File: config.mk
export PLATFORM = sky130hd
export DESIGN_NAME = inst_queue_issue_ctrl
export DESIGN_NICKNAME = d
export VERILOG_FILES = /design/src/rtl/inst_queue_issue_ctrl.sv
export SDC_FILE = /design/constraint.sdc
export NUM_CORES = 1
export LEC_CHECK = 0
export ABC_AREA = 0
export BUFFER_PORTS_ARGS = -buffer_cell sky130_fd_sc_hd__buf_2
export CORE_MARGIN = 5
export CORE_UTILIZATION = 45
export DETAILED_ROUTE_END_ITERATION = 8
export GPL_TIMING_DRIVEN = 0
export HOLD_SLACK_MARGIN = 0.03
export MAX_ROUTING_LAYER = met4
export PLACE_DENSITY_LB_ADDON = 0.1
export SYNTH_ARGS = -nofsm -noshare
export SYNTH_HDL_FRONTEND = slang
export SYNTH_SLANG_ARGS = --single-unit
File: constraint.sdc
create_clock -name clk -period 7.4 [get_ports clk]
set_input_delay 1.11 -clock clk [delete_from_list [all_inputs] [get_ports clk]]
set_output_delay 1.11 -clock clk [all_outputs]
set_load 0.1 [all_outputs]
File: src/rtl/inst_queue_issue_ctrl.sv
// Instruction queue and issue sequencer between fetch and decode; serializing ops
// issue only into an empty backend. Optional fetch->decode bypass: INST_QUEUE_BYPASS_EN.
module inst_queue_issue_ctrl #(
   parameter int DEPTH = 8,
   parameter int CNT_W = $clog2(DEPTH) + 1
) (
   input  logic             clk,
   input  logic             rst,
   input  logic             flush,
   input  logic             fetch_valid,
   input  logic [31:0]      fetch_inst,
   input  logic [31:0]      fetch_pc,
   output logic             fetch_ready,
   output logic             dec_valid,
   output logic [31:0]      dec_inst,
   output logic [31:0]      dec_pc,
   input  logic             dec_serial,
   input  logic             dec_ready,
   input  logic             pipe_empty,
   output logic             serial_stall,
   output logic [CNT_W-1:0] count
);

   localparam int PTR_W = $clog2(DEPTH);

   typedef enum logic [1:0] {
      RUN   = 2'd0,
      DRAIN = 2'd1,
      SOLO  = 2'd2
   } state_t;

   state_t           state, state_nxt;
   logic [31:0]      inst_mem [DEPTH];
   logic [31:0]      pc_mem   [DEPTH];
   logic [PTR_W-1:0] wr_ptr, rd_ptr;
   logic [CNT_W-1:0] cnt;
   logic [31:0]      last_inst, last_pc;
   logic             empty, full;
   logic             bypass, issue, consume, push, pop;

   assign empty        = (cnt == '0);
   assign full         = (cnt == CNT_W'(DEPTH));
   assign fetch_ready  = !full;
   assign count        = cnt;
   assign serial_stall = (state != RUN);

   // NOTE: every signal driven here gets a default first so no path leaves it
   // unassigned, which would otherwise infer a latch.
   always_comb begin
      bypass    = 1'b0;
      dec_inst  = empty ? last_inst : inst_mem[rd_ptr];
      dec_pc    = empty ? last_pc   : pc_mem[rd_ptr];
      dec_valid = 1'b0;
      state_nxt = state;

      case (state)
         RUN:     dec_valid = !empty && (!dec_serial || pipe_empty);
         DRAIN:   dec_valid = !empty && pipe_empty;
         default: dec_valid = 1'b0;
      endcase

`ifdef INST_QUEUE_BYPASS_EN
      // An empty queue in RUN hands the fetch slot straight to the decoder.
      bypass = empty && (state == RUN) && !flush;
      if (bypass) begin
         dec_inst  = fetch_inst;
         dec_pc    = fetch_pc;
         dec_valid = fetch_valid && (!dec_serial || pipe_empty);
      end
`endif

      if (flush)
         dec_valid = 1'b0;

      issue   = dec_valid && dec_ready;
      consume = bypass && issue;
      pop     = issue && !consume;
      push    = fetch_valid && !full && !flush && !consume;

      case (state)
         RUN: begin
            if (issue && dec_serial)
               state_nxt = SOLO;
            else if (!empty && dec_serial && !pipe_empty)
               state_nxt = DRAIN;
         end
         DRAIN: begin
            if (issue)
               state_nxt = SOLO;
         end
         SOLO: begin
            // Entered on the issuing edge, so pipe_empty is only sampled from
            // the first SOLO cycle onward.
            if (pipe_empty)
               state_nxt = RUN;
         end
         default: state_nxt = RUN;
      endcase

      if (flush)
         state_nxt = RUN;
   end

   // NOTE: state flops use non-blocking assignments so every flop samples the
   // pre-edge values regardless of statement order.
   always_ff @(posedge clk or posedge rst) begin
      if (rst) begin
         state     <= RUN;
         wr_ptr    <= '0;
         rd_ptr    <= '0;
         cnt       <= '0;
         last_inst <= '0;
         last_pc   <= '0;
      end else begin
         state <= state_nxt;
         if (!empty) begin
            last_inst <= inst_mem[rd_ptr];
            last_pc   <= pc_mem[rd_ptr];
         end else if (bypass && fetch_valid) begin
            last_inst <= fetch_inst;
            last_pc   <= fetch_pc;
         end
         if (flush) begin
            wr_ptr <= '0;
            rd_ptr <= '0;
            cnt    <= '0;
         end else begin
            if (push)
               wr_ptr <= wr_ptr + PTR_W'(1);
            if (pop)
               rd_ptr <= rd_ptr + PTR_W'(1);
            case ({push, pop})
               2'b10:   cnt <= cnt + CNT_W'(1);
               2'b01:   cnt <= cnt - CNT_W'(1);
               default: cnt <= cnt;
            endcase
         end
      end
   end

   // NOTE: the storage array has no reset; entries are only read after being
   // written, and empty-queue outputs come from the reset last_* registers.
   always_ff @(posedge clk) begin
      if (push) begin
         inst_mem[wr_ptr] <= fetch_inst;
         pc_mem[wr_ptr]   <= fetch_pc;
      end
   end

endmodule

==> metrics <==
most frequent cells in the layout=512 x edfxtp_1, 157 x buf_2, 128 x mux4_2, 76 x dfrtp_1, 69 x nand2_1; Setup Fix Bufs, Post-CTS=0; CTS tree=yes; # rows=81; clock buffer depth=3; I/O pin cnt=142; Post-Syn Nets=1,111; Max Cap Violations=0; gr ovfl total=0; Cell variety after synth=39; Final Non-Filler Cells=1,995; Worst setup EP type=output pin; Seq/Total Area, Yosys=0.781; Worst EP required=6290 ps; routed wire length=49,200 um; Post-Syn Area=22,100 um2; final setup fails=0; Synth Area in Compound Gates=0.0184; Placed Instances=1,876; Pleak=8.83 nW; r2r setup slk=4050 ps; chip width=232 um; Reg clk slew, reported paths=60 ps; nets@finish=1,350; routed length on met3=2220 um; period utilisation layout=0.717; wl on met1=22,000 um; Syn Area/Cell=21.4 um2; total iterations of the first detailed-routing run=5; area of the core=48,700 um2; relative slew slack=0.259; WS Path Type=register to output pin; metal2 WL=24,300 um; final core utilization=0.543; share of layout cells above drive strength 1=0.326; routed vias/inst=5.35; crit path DAT=4200 ps; pre-CTS WS=2560 ps; Slew Viols, Final=0; R2R cell count=9; area delta synth->final=19.6%; Power Dens Cells=374 nW/um2; FF+latch count, synth=588; DR WL/cell=24.6 um; Worst Tran Pin Value=1110 ps; antenna-violating nets left=0; Final HPWL DP=30,800 um; Worst IR Drop VDD=0.337 mV; Die ar.=53,700 um2; root buffer cell=clkbuf_16; Global Route Usage Sum=0.192; Worst Hold Class=register to register; DRC Markers=0; CTS Buf Count=60; final hold vios=0; simple-gate area share of the yosys netlist=0.0220; mux cell area share after synthesis=0.162; Skew-Pair Late Insertion Delay=610 ps; RSZ-0062 raised after global routing=false; cts hold-fix bufs=0; yosys warns=0; Starting Density=0.454; critical path launch point type=register; first-pass GRT wire length=74,300 um; Post-Syn Instances=1,035; # port buffers=140; initial antenna violation count=6; WHS Path Cells=2; number of gates resized after cts=0; commonest non-fill, non-tap cell in the layout=edfxtp_1; main combinational cell family by area after synthesis=multiplexers; H-tree levels=2; initial drt markers=810; clk sinks=588; Placer Congestion=0.708; critical path peak fanout=10; via count=10,700; vias in the first global route=11,500; Synth Area in Adders=0.00317; Worst Skew=10.9 ps; Tmin final=5310 ps; fmax=188 MHz; status=completed; largest net degree at the start of global routing=42; setup ws final=2090 ps; Highest Signal Layer=met4; Die H=232 um; xor-xnor portion of the synthesized cell area=0.00192
[cell usage after synthesis]
cell type	count	area, um2
edfxtp_1	512	15400
mux4_2	128	2880
dfrtp_1	76	1900
nand2_1	69	259
o21ai_0	67	335
mux2i_1	66	661
clkbuf_1	30	113
buf_2	17	85.1
nor2_1	14	52.6
buf_1	7	26.3
nand2b_1	5	31.3
ha_1	4	50.1
nor2b_1	4	25.0
nor3_1	4	20.0
a21oi_1	3	15.0
mux2_1	3	33.8
inv_1	2	7.51
nand3_1	2	10.0
xor2_1	2	17.5
a2111oi_4	1	27.5
a2bb2oi_1	1	8.76
and2_1	1	6.26
and3_1	1	6.26
and3b_1	1	8.76
buf_6	1	11.3
fa_1	1	20.0
mux2_2	1	11.3
nand3b_1	1	7.51
nor4_1	1	6.26
nor4_2	1	12.5
o21ba_2	1	10.0
o311a_1	1	10.0
or2_2	1	6.26
or2b_1	1	7.51
or3_1	1	6.26
or4_1	1	7.51
or4b_4	1	13.8
xnor2_1	1	8.76
xnor2_2	1	16.3
[registers in the layout (all words and copies together), names as in the netlist]
signal,flops
rd_ptr,3
last_inst,32
wr_ptr,3
inst_mem,256
last_pc,32
state,2
pc_mem,256
count,4
[report_power, final]
part / total, mW / internal, mW / switching [mW]
registers: 3.90 / 3.84 / 0.0653
logic: 2.79 / 0.503 / 2.29
clock network: 3.19 / 1.94 / 1.25
total: 9.88 / 6.28 / 3.60
[stage by stage]
stage | setup TNS, ps | hold WS, ps | cell area, um2 | total power, mW
after floorplan | 0 | 457 | 22100 | 6.25
after global placement | -907100 | 467 | 23600 | 6.78
after detailed placement | 0 | 474 | 24300 | 6.80
after CTS | 0 | 488 | 26400 | 10.0
after global routing | 0 | 506 | 26400 | 10.3
final | 0 | 480 | 26400 | 9.88
[per-layer routing]
layer  track usage  vias to the layer above
met3        0.0345                       63
met2         0.304                      204
li1              -                     4705
met1         0.265                     5704
met5             -                        -
met4        0.0439                        0
[layout make-up]
| class | instances | area, um2 |
|---|---|---|
| clock inverters | 38 | 473 |
| repair buffers | 177 | 1320 |
| fillers | 3833 | 22300 |
| clock buffers | 76 | 1630 |
| diodes | 5 | 12.5 |
| multi-input cells | 390 | 4660 |
| inverters | 2 | 10.0 |
| plain buffers | 55 | 235 |
| flip-flops and latches | 588 | 17300 |
| well taps | 664 | 831 |
[worst max-delay path, stage by stage (launching register included)]
cell	delay, ps
dfrtp_1	470
nor4_4	790
clkbuf_1	890
clkbuf_1	620
nand2_1	100
o21ai_0	200
buf_2	510
[worst paths after layout]
kind	start	end
worst max register to register	count[1]	count[3]
worst min-delay path	last_inst[13]	last_inst[13]
worst max-delay path	count[1]	dec_pc[22]
worst min register to register	last_inst[13]	last_inst[13]
min in group asynchronous	rst	last_inst[22]
max in group asynchronous	rst	last_pc[23]
[cells by family after synthesis]
group,Yosys count
compound gates,74
fa+ha+maj,5
buf+inv,57
mux,198
xor+xnor,4
flops,588
simple gates,109
Power figures use the tool's default switching activity.
